`config.mk`:
```
export PLATFORM = sky130hd
export DESIGN_NAME = recv_fifo_flat
export DESIGN_NICKNAME = d
export VERILOG_FILES = /design/src/rtl/recv_fifo_pkg.sv /design/src/rtl/recv_fifo_if.sv /design/src/rtl/recv_fifo_mem_2p.sv /design/src/rtl/recv_fifo.sv /design/src/flat_wrapper.sv
export SDC_FILE = /design/constraint.sdc
export NUM_CORES = 1
export LEC_CHECK = 0
export CAP_MARGIN = 40
export CORE_MARGIN = 3
export CORE_UTILIZATION = 45
export CTS_CLUSTER_DIAMETER = 60
export DETAILED_ROUTE_END_ITERATION = 16
export MAX_ROUTING_LAYER = met4
export SLEW_MARGIN = 10
export SYNTH_ARGS = -nofsm -noshare
export SYNTH_HDL_FRONTEND = slang
export SYNTH_HIERARCHICAL = 1
export SYNTH_SLANG_ARGS = --single-unit
```
`constraint.sdc`:
```
create_clock -name clk -period 3.05 [get_ports clk]
set_clock_uncertainty 0.2 [all_clocks]
set_input_delay 0.305 -clock clk [delete_from_list [all_inputs] [get_ports clk]]
set_output_delay 0.305 -clock clk [all_outputs]
set_load 0.01 [all_outputs]
```
`src/rtl/recv_fifo_pkg.sv`:
```
// ---------------------------------------------------------------------------
// recv_fifo_pkg
//   Shared constants for the UART receive FIFO.
//   - UART_DATA_W     : received character width
//   - RX_FIFO_DEPTH   : FIFO entries (power of two, >= 4)
//   - RX_FIFO_AW      : pointer width, log2(RX_FIFO_DEPTH)
//   - RX_AFULL_THRESH : almost_full threshold on count
//   - RX_ENTRY_W      : stored entry width, framing-error bit in the MSB
// ---------------------------------------------------------------------------
package recv_fifo_pkg;

  localparam int UART_DATA_W     = 8;
  localparam int RX_FIFO_DEPTH   = 16;
  localparam int RX_FIFO_AW      = 4;
  localparam int RX_AFULL_THRESH = 12;
  localparam int RX_ENTRY_W      = UART_DATA_W + 1;

  // One stored character: {ferr, data}
  typedef logic [RX_ENTRY_W-1:0] rx_entry_t;

  function automatic rx_entry_t pack_entry(input logic ferr,
                                           input logic [UART_DATA_W-1:0] data);
    return {ferr, data};
  endfunction

endpackage

```
`src/rtl/recv_fifo_if.sv`:
```
// ---------------------------------------------------------------------------
// recv_fifo_if
//   Bundles the receiver-side write strobe, the host-side read request and
//   all FIFO status outputs.
//   master : driven by receiver/host (rx_done, rx_data, rx_ferr, rd_en,
//            clr_overrun), observes data and status
//   slave  : the FIFO itself
// ---------------------------------------------------------------------------
interface recv_fifo_if
  import recv_fifo_pkg::*;
#(
  parameter int DATA_W = UART_DATA_W,
  parameter int AW     = RX_FIFO_AW
);

  logic              rx_done;
  logic [DATA_W-1:0] rx_data;
  logic              rx_ferr;
  logic              rd_en;
  logic              clr_overrun;
  logic [DATA_W-1:0] dout;
  logic              dout_ferr;
  logic              dout_valid;
  logic              empty;
  logic              full;
  logic              almost_full;
  logic [AW:0]       count;
  logic              overrun;

  modport master (
    output rx_done, rx_data, rx_ferr, rd_en, clr_overrun,
    input  dout, dout_ferr, dout_valid, empty, full, almost_full, count, overrun
  );

  modport slave (
    input  rx_done, rx_data, rx_ferr, rd_en, clr_overrun,
    output dout, dout_ferr, dout_valid, empty, full, almost_full, count, overrun
  );

endinterface

```
`src/rtl/recv_fifo_mem_2p.sv`:
```
// ---------------------------------------------------------------------------
// fifo_mem_2p
//   Simple dual-port storage: one synchronous write port, one synchronous
//   read port with enable. Read data is registered and holds while rd_en is
//   low. A read and write to the same address in one cycle returns the old
//   contents (read-before-write), which the full+read case relies on.
//   Ports: clk, wr_en/wr_addr/wr_data, rd_en/rd_addr, rd_data.
//   Storage and read register are not reset so they map to block RAM.
// ---------------------------------------------------------------------------
module fifo_mem_2p #(
  parameter int WIDTH = 9,
  parameter int DEPTH = 16,
  parameter int AW    = 4
) (
  input  logic             clk,
  input  logic             wr_en,
  input  logic [AW-1:0]    wr_addr,
  input  logic [WIDTH-1:0] wr_data,
  input  logic             rd_en,
  input  logic [AW-1:0]    rd_addr,
  output logic [WIDTH-1:0] rd_data
);

  logic [WIDTH-1:0] mem [DEPTH];

  always_ff @(posedge clk) begin
    if (wr_en) mem[wr_addr] <= wr_data;
  end

  always_ff @(posedge clk) begin
    if (rd_en) rd_data <= mem[rd_addr];
  end

endmodule

```
`src/rtl/recv_fifo.sv`:
```
// ---------------------------------------------------------------------------
// recv_fifo
//   UART receive-side FIFO. Stores each received character with its
//   framing-error bit, provides occupancy flags and a sticky overrun flag.
//   Ports:
//     clk       : system clock, rising edge
//     areset_n  : asynchronous active-low reset
//     bus       : recv_fifo_if.slave (write strobe, read request, data out,
//                 empty/full/almost_full/count, overrun, clr_overrun)
// ---------------------------------------------------------------------------
module recv_fifo
  import recv_fifo_pkg::*;
#(
  parameter int DATA_W       = UART_DATA_W,
  parameter int DEPTH        = RX_FIFO_DEPTH,
  parameter int AW           = RX_FIFO_AW,
  parameter int AFULL_THRESH = RX_AFULL_THRESH
) (
  input logic         clk,
  input logic         areset_n,
  recv_fifo_if.slave  bus
);

  localparam logic [AW:0] DEPTH_C = (AW+1)'(DEPTH);
  localparam logic [AW:0] AFULL_C = (AW+1)'(AFULL_THRESH);

  logic [AW-1:0] wptr_reg, rptr_reg;
  logic [AW:0]   count_reg, count_next;
  logic          overrun_reg, overrun_next;
  logic          dout_valid_reg;
  // Set by the first accepted read after reset; until then the (unreset)
  // memory read register is masked so dout reads as zero.
  logic          dout_loaded_reg;

  logic          empty_w, full_w;
  logic          wr_accept, rd_accept, drop;
  logic [DATA_W:0] wr_entry, rd_entry;

  assign empty_w = (count_reg == '0);
  assign full_w  = (count_reg == DEPTH_C);

  // When full, a concurrent read frees the slot being written this cycle.
  assign rd_accept = bus.rd_en && !empty_w;
  assign wr_accept = bus.rx_done && (!full_w || bus.rd_en);
  assign drop      = bus.rx_done && full_w && !bus.rd_en;

  assign wr_entry = {bus.rx_ferr, bus.rx_data};

  fifo_mem_2p #(
    .WIDTH (DATA_W+1),
    .DEPTH (DEPTH),
    .AW    (AW)
  ) u_mem (
    .clk     (clk),
    .wr_en   (wr_accept),
    .wr_addr (wptr_reg),
    .wr_data (wr_entry),
    .rd_en   (rd_accept),
    .rd_addr (rptr_reg),
    .rd_data (rd_entry)
  );

  always_comb begin
    count_next = count_reg;
    if (wr_accept && !rd_accept)      count_next = count_reg + 1'b1;
    else if (rd_accept && !wr_accept) count_next = count_reg - 1'b1;
  end

  // Drop takes priority over a same-cycle clear.
  always_comb begin
    overrun_next = overrun_reg;
    if (drop)                 overrun_next = 1'b1;
    else if (bus.clr_overrun) overrun_next = 1'b0;
  end

  always_ff @(posedge clk or negedge areset_n) begin
    if (!areset_n) begin
      wptr_reg        <= '0;
      rptr_reg        <= '0;
      count_reg       <= '0;
      overrun_reg     <= 1'b0;
      dout_valid_reg  <= 1'b0;
      dout_loaded_reg <= 1'b0;
    end else begin
      if (wr_accept) wptr_reg <= wptr_reg + 1'b1;
      if (rd_accept) rptr_reg <= rptr_reg + 1'b1;
      count_reg      <= count_next;
      overrun_reg    <= overrun_next;
      dout_valid_reg <= rd_accept;
      if (rd_accept) dout_loaded_reg <= 1'b1;
    end
  end

  assign bus.dout        = dout_loaded_reg ? rd_entry[DATA_W-1:0] : '0;
  assign bus.dout_ferr   = dout_loaded_reg ? rd_entry[DATA_W]     : 1'b0;
  assign bus.dout_valid  = dout_valid_reg;
  assign bus.empty       = empty_w;
  assign bus.full        = full_w;
  assign bus.almost_full = (count_reg >= AFULL_C);
  assign bus.count       = count_reg;
  assign bus.overrun     = overrun_reg;

endmodule
```
`src/flat_wrapper.sv`:
```
// flat-port wrapper written by rule: the top's interface ports become plain ports
module recv_fifo_flat import recv_fifo_pkg::*;
#(
  parameter int DATA_W       = UART_DATA_W,
  parameter int DEPTH        = RX_FIFO_DEPTH,
  parameter int AW           = RX_FIFO_AW,
  parameter int AFULL_THRESH = RX_AFULL_THRESH
)
  (clk, areset_n, bus_rx_done, bus_rx_data, bus_rx_ferr, bus_rd_en, bus_clr_overrun, bus_dout, bus_dout_ferr, bus_dout_valid, bus_empty, bus_full, bus_almost_full, bus_count, bus_overrun);
  recv_fifo_if #(.DATA_W(DATA_W), .AW(AW)) bus_i ();
  input logic clk;
  input logic areset_n;
  input wire logic [$bits(bus_i.rx_done)-1:0] bus_rx_done;
  input wire logic [$bits(bus_i.rx_data)-1:0] bus_rx_data;
  input wire logic [$bits(bus_i.rx_ferr)-1:0] bus_rx_ferr;
  input wire logic [$bits(bus_i.rd_en)-1:0] bus_rd_en;
  input wire logic [$bits(bus_i.clr_overrun)-1:0] bus_clr_overrun;
  output wire logic [$bits(bus_i.dout)-1:0] bus_dout;
  output wire logic [$bits(bus_i.dout_ferr)-1:0] bus_dout_ferr;
  output wire logic [$bits(bus_i.dout_valid)-1:0] bus_dout_valid;
  output wire logic [$bits(bus_i.empty)-1:0] bus_empty;
  output wire logic [$bits(bus_i.full)-1:0] bus_full;
  output wire logic [$bits(bus_i.almost_full)-1:0] bus_almost_full;
  output wire logic [$bits(bus_i.count)-1:0] bus_count;
  output wire logic [$bits(bus_i.overrun)-1:0] bus_overrun;
  assign bus_i.rx_done = bus_rx_done;
  assign bus_i.rx_data = bus_rx_data;
  assign bus_i.rx_ferr = bus_rx_ferr;
  assign bus_i.rd_en = bus_rd_en;
  assign bus_i.clr_overrun = bus_clr_overrun;
  assign bus_dout = bus_i.dout;
  assign bus_dout_ferr = bus_i.dout_ferr;
  assign bus_dout_valid = bus_i.dout_valid;
  assign bus_empty = bus_i.empty;
  assign bus_full = bus_i.full;
  assign bus_almost_full = bus_i.almost_full;
  assign bus_count = bus_i.count;
  assign bus_overrun = bus_i.overrun;
  recv_fifo #(.DATA_W(DATA_W), .DEPTH(DEPTH), .AW(AW), .AFULL_THRESH(AFULL_THRESH)) u_core (.clk(clk), .areset_n(areset_n), .bus(bus_i));
endmodule
```
==> flow_summary.ini, run 1 <==
[synth]
yosysTopAreaCellShare_pct = 68.1
synth_area_leaders = edfxtp_1, mux4_2, dfrtp_1
synth_common_cells = edfxtp_1, mux4_2, a22oi_1
synth_edf_count = 153
async_flop_share_pct = 9.47
synth_area_um2 = 6750
ys_seq_area_share_pct = 74.0
synth-main-ff-cell = edfxtp_1
synthesis.nets = 356
postSynthAreaPerCell_um2 = 20.2
ys_seq_elements = 169
synth.most_common_cell = edfxtp_1
syn_inst = 334
yosysWarnings = 6
yosysTopAreaCell = edfxtp_1
synth_cell_type_count = 43

[clock_network]
hold_buffers = 0
cts_tree = yes
htreeDepth = 4
root_buffer = clkbuf_16
clkTransAtPathRegs_ns = 0.06
clk-insertion-delay-late_ns = 0.42
numCtsBuffers = 17
cts_buffer_depth = 2
postCtsSetupBuffers = 0
cts.sinks = 169
cts_resized = 0

[critical_path]
path_class = reg2reg
critPathLaunch = u_core/bus.count[0]$_DFFE_PN0P_
crit_required_ns = 3.16
crit_family = simple AND/OR/NAND/NOR gates
cp-start-kind = register
critPathSlowestCell = dfrtp_1
regToRegStartpoint = u_core/bus.count[0]$_DFFE_PN0P_
cp-end-kind = register
critical_path_buf_inv_count = 1
max_stage_delay_ns = 0.44
critical_path_arrival_ns = 2.81
path_cells = nor4_2 > and2_2 > nand2b_4 > ha_1 > inv_1 > ha_1 > a21oi_1 > and3_1 > o21bai_1 > xnor2_1
r2r-end = u_core/bus.count[4]$_DFFE_PN0P_
reg2reg_slack_ns = 0.35
crit_end = u_core/bus.count[4]$_DFFE_PN0P_
crit_cells = 10
path_max_fanout = 6
worst-r2r-cell-count = 10
timing.critical_path.mode_cell = ha_1

[floorplanning]
rows = 44
io_pins = 33
dieArea_um2 = 16500
core-area_um2 = 14600
fp.dieH_um = 128
start_util_pct = 46.3
die_w_um = 128

[global_route]
antenna_found_initial = 0
grt_pass1_wl_um = 19400
grt_max_degree = 40
grt_usage_pct = 16.5
grt_pass1_vias = 3362
overflow = 0

[placed_design]
io_buffers = 32
placed_cell_area_um2 = 7350
dp_cells = 558
place_ws_ns = 0.265
hpwl_um = 7740
gp_congestion = 0.737

[routing]
drt-vias-per-instance = 5.53
num_vias = 3265
first_pass_iters = 5
ant_nets = 0
wl_per_cell_um = 20.3
drc = 0
drtIter0Drc = 346
routed_wl_um = 12000

[sta]
worstMarginPinSlew_ns = 0.760
setup_viol = 0
slew_headroom_pct = 49.1
setup_ws_ns = 0.353
fin_crit_sh_pct = 88.4
min_period_ns = 2.70
finalMaxSlewViolations = 0
fin_tns_setup_ns = 0
rsz0062_at_grt = false
final-hold-violation-count = 0
fmax_mhz = 371

[final_layout]
largest_reg_flops = 144
antenna_cells = 0
multiInputGateArea_um2 = 1610
syn2layout_area_growth_pct = 17.5
drive_above_1_share_pct = 19.5
post-route-cell-area_um2 = 7930
fin_util_pct = 54.3
fin_nets = 415
seqCellArea_um2 = 5000
fill_cells = 1114
final_cells = 590

[pwr]
power_frac_comb_pct = 28.7
seqPwrFrac_pct = 42.9
p_switching_mw = 2.13
p_int_mw = 5.21
p_per_area_nw_per_um2 = 927
total_leakage_power_nw = 2.71
p_sw_share_pct = 29.0
clkPwrFrac_pct = 28.4
peakVddDrop_uv = 385

[flow_run]
timing.max_cap.violations = 0

[outcome]
status = finished, final reports clean

[hold_path]
hold_class = in2async
[area by class of cell]
| cell class | count | share of cell area [%] |
|---|---|---|
| sequential | 169 | 63.0 |
| multi-input combinational | 145 | 20.3 |
| timing repair buffer | 52 | 6.09 |
| clock buffer | 18 | 5.41 |
| tap | 184 | 2.90 |
| clock inverter | 14 | 1.86 |
| inverter | 8 | 0.410 |
[layer usage]
layer / global-route usage (%) / vias to the layer above / share of wire, %
met5: - / - / 0
met4: 6.05 / 0 / 1.6
met2: 23.5 / 77 / 47
met1: 23.0 / 1704 / 46
li1: - / 1471 / -
met3: 4.28 / 13 / 4.7
[power by group through the flow]
stage | clock [mW] | combinational (mW) | sequential (mW)
6_report | 2.09 | 2.11 | 3.15
5_1_grt | 2.23 | 2.30 | 3.20
4_1_cts | 2.12 | 2.13 | 3.16
3_5_place_dp | 0 | 2.12 | 3.20
3_3_place_gp | 0 | 2.11 | 3.19
2_1_floorplan | 0 | 1.49 | 3.15
[through the flow]
stage	hold WS [ns]	total power [mW]
6_report	0.128	7.35
5_1_grt	0.196	7.74
4_1_cts	0.154	7.41
3_5_place_dp	0.280	5.32
3_3_place_gp	0.287	5.30
2_1_floorplan	-0.191	4.64
[worst register-to-register path: cells and delay by family (launching register included)]
family | cells | cell delay [ns]
AO/OA/AOI/OAI | 2 | 0.28
XOR/XNOR | 1 | 0.12
adder cells (fa/ha/maj) | 2 | 0.52
buffers and inverters | 1 | 0.12
flip-flops | 1 | 0.44
AND/OR/NAND/NOR | 4 | 0.90
[how the worst min path moves through the flow]
stage / cells after the start / end / slack [ns]
floorplan: 0 / u_core/bus.count[0]$_DFFE_PN0P_ / -0.19
global placement: 1 / u_core/bus.overrun$_DFFE_PN0P_ / 0.29
detailed placement: 1 / u_core/bus.overrun$_DFFE_PN0P_ / 0.28
CTS: 1 / u_core/bus.count[1]$_DFFE_PN0P_ / 0.15
global route: 1 / u_core/bus.count[1]$_DFFE_PN0P_ / 0.20
finish: 1 / u_core/bus.count[1]$_DFFE_PN0P_ / 0.13
[cell families after synthesis]
group	after synthesis	synth area share [%]
multiplexers	39	13.4
adder cells (fa/ha/maj)	8	1.59
XOR/XNOR	10	1.30
flip-flops	169	74.0
AO/OA/AOI/OAI	26	2.73
AND/OR/NAND/NOR	62	4.86
buffers and inverters	20	2.11
[layout by cell type (no fill, tap or decap), types with 2 or more instances in the layout]
cell	synthesis	routed
a21oi_1	3	3
xnor2_1	7	7
nand2_1	17	17
clkinv_2	0	3
inv_1	7	7
nand4_1	2	2
nand2b_1	2	2
nor3_1	4	4
nand3_1	2	2
bufinv_16	0	2
nor2_1	13	13
mux4_1	15	15
clkinvlp_4	0	3
a22oi_1	18	18
clkdlybuf4s50_1	0	32
clkbuf_16	0	17
dfrtp_1	16	15
o21ai_0	2	2
and2_1	11	11
inv_6	0	3
nand3b_1	3	3
edfxtp_1	153	153
buf_4	1	19
mux4_2	21	21
ha_1	7	7
xor2_1	3	3
(Power assumes the default switching activity.)
==> inputs of run 2 (changes only) <==
- CORE_UTILIZATION: 45 -> 30
- SLEW_MARGIN: 10 -> 25
==> flow_summary.ini, run 2 (synthesis results as in run 1) <==
[outcome]
status = finished, final reports clean

[sta]
setup_viol = 0
fin_tns_setup_ns = 0
worstMarginPinSlew_ns = 0.632
rsz0062_at_grt = false
hold_ws_ns = 0.311
min_period_ns = 2.75
finalMaxSlewViolations = 0
setup_ws_ns = 0.295
fmax_mhz = 363
slew_headroom_pct = 57.7
final-hold-violation-count = 0
fin_crit_sh_pct = 90.3

[routing]
first_pass_iters = 5
routed_wl_um = 12400
drt-vias-per-instance = 4.78
ant_nets = 0
drtIter0Drc = 278
drc = 0
num_vias = 3286
wl_per_cell_um = 18.1

[placed_design]
placed_cell_area_um2 = 7470
io_buffers = 32
gp_congestion = 0.796
hpwl_um = 8100
dp_cells = 655
place_ws_ns = 0.247

[floorplanning]
die_w_um = 156
fp.dieH_um = 156
io_pins = 33
dieArea_um2 = 24300
rows = 54
start_util_pct = 30.7
core-area_um2 = 22000

[final_layout]
largest_reg_flops = 144
syn2layout_area_growth_pct = 19.3
fin_nets = 419
multiInputGateArea_um2 = 1610
final_cells = 688
seqCellArea_um2 = 5000
fill_cells = 1985
post-route-cell-area_um2 = 8050
fin_util_pct = 36.7
final_common_cell = edfxtp_1
drive_above_1_share_pct = 19.4
final_cell_mix = edfxtp_1, clkdlybuf4s50_1, buf_4, mux4_2, a22oi_1
antenna_cells = 0

[global_route]
overflow = 0
grt_pass1_vias = 3346
grt_pass1_wl_um = 19700
antenna_found_initial = 0
grt_max_degree = 40
grt_usage_pct = 11.2

[flow_run]
timing.max_cap.violations = 0

[clock_network]
htreeDepth = 4
root_buffer = clkbuf_16
clkTransAtPathRegs_ns = 0.06
clk-insertion-delay-late_ns = 0.42
cts_tree = yes
cts.sinks = 169
cts_buffer_depth = 2
cts_resized = 0
postCtsSetupBuffers = 0
numCtsBuffers = 17

[critical_path]
crit_required_ns = 3.15
cp-end-kind = register
r2r-end = u_core/bus.count[4]$_DFFE_PN0P_
reg2reg_slack_ns = 0.30
cp-start-kind = register
regToRegStartpoint = u_core/bus.count[0]$_DFFE_PN0P_
path_max_fanout = 6
worst-r2r-cell-count = 10
critical_path_arrival_ns = 2.85
path_class = reg2reg

[hold_path]
hold_class = reg2reg
holdPathEnd = u_core/bus.overrun$_DFFE_PN0P_
hp-start = u_core/bus.overrun$_DFFE_PN0P_
min_path_cells = 1

[pwr]
p_per_area_nw_per_um2 = 908
peakVddDrop_uv = 371
p_total_mw = 7.31
total_leakage_power_nw = 2.73
[run 2: worst max-delay path, cell delays in order, from the launching register on]
cell	delay, ns
dfrtp_1	0.44
nor4_2	0.38
and2_2	0.21
nand2b_4	0.14
ha_1	0.19
inv_1	0.12
ha_1	0.34
a21oi_1	0.22
and3_1	0.20
o21bai_1	0.08
xnor2_1	0.13
[run 2: per-layer routing]
| metal | global-route usage (%) | wire length [µm] |
|---|---|---|
| met1 | 15.1 | 5870 |
| met2 | 16.5 | 5800 |
| met3 | 2.39 | 533 |
| met4 | 4.67 | 233 |
| met5 | - | 0 |
[run 2: final cells by class]
class	instances	area share (%)
sequential	169	62.1
inverter	8	0.404
timing repair buffer	56	6.31
tap	280	4.35
clock buffer	17	5.28
clock inverter	13	1.59
multi-input combinational	145	20.0
[run 2: worst max path at each step]
stage | from | to | slack [ns] | cells after the start
3_3_place_gp | bus_rd_en | u_core/u_mem/mem[0][2]$_DFFE_PP_ | 0.22 | 7
2_1_floorplan | u_core/bus.count[0]$_DFFE_PN0P_ | u_core/u_mem/mem[0][0]$_DFFE_PP_ | 0.24 | 4
6_report | u_core/bus.count[0]$_DFFE_PN0P_ | u_core/bus.count[4]$_DFFE_PN0P_ | 0.30 | 10
4_1_cts | u_core/bus.count[0]$_DFFE_PN0P_ | u_core/bus.count[4]$_DFFE_PN0P_ | 0.31 | 10
3_5_place_dp | bus_rd_en | u_core/bus.count[4]$_DFFE_PN0P_ | 0.25 | 10
5_1_grt | u_core/bus.count[0]$_DFFE_PN0P_ | u_core/bus.count[4]$_DFFE_PN0P_ | 0.14 | 10
[run 2: what timing repair did]
action                                 CTS  global route
setup endpoints to repair                0             0
endpoints found under the hold margin    0             3
hold buffers                             0             1
[run 2: where the power goes]
| group | internal, mW | switching, mW | total (mW) |
|---|---|---|---|
| clock network | 1.19 | 0.827 | 2.02 |
| registers | 2.94 | 0.250 | 3.19 |
| logic | 1.06 | 1.03 | 2.10 |
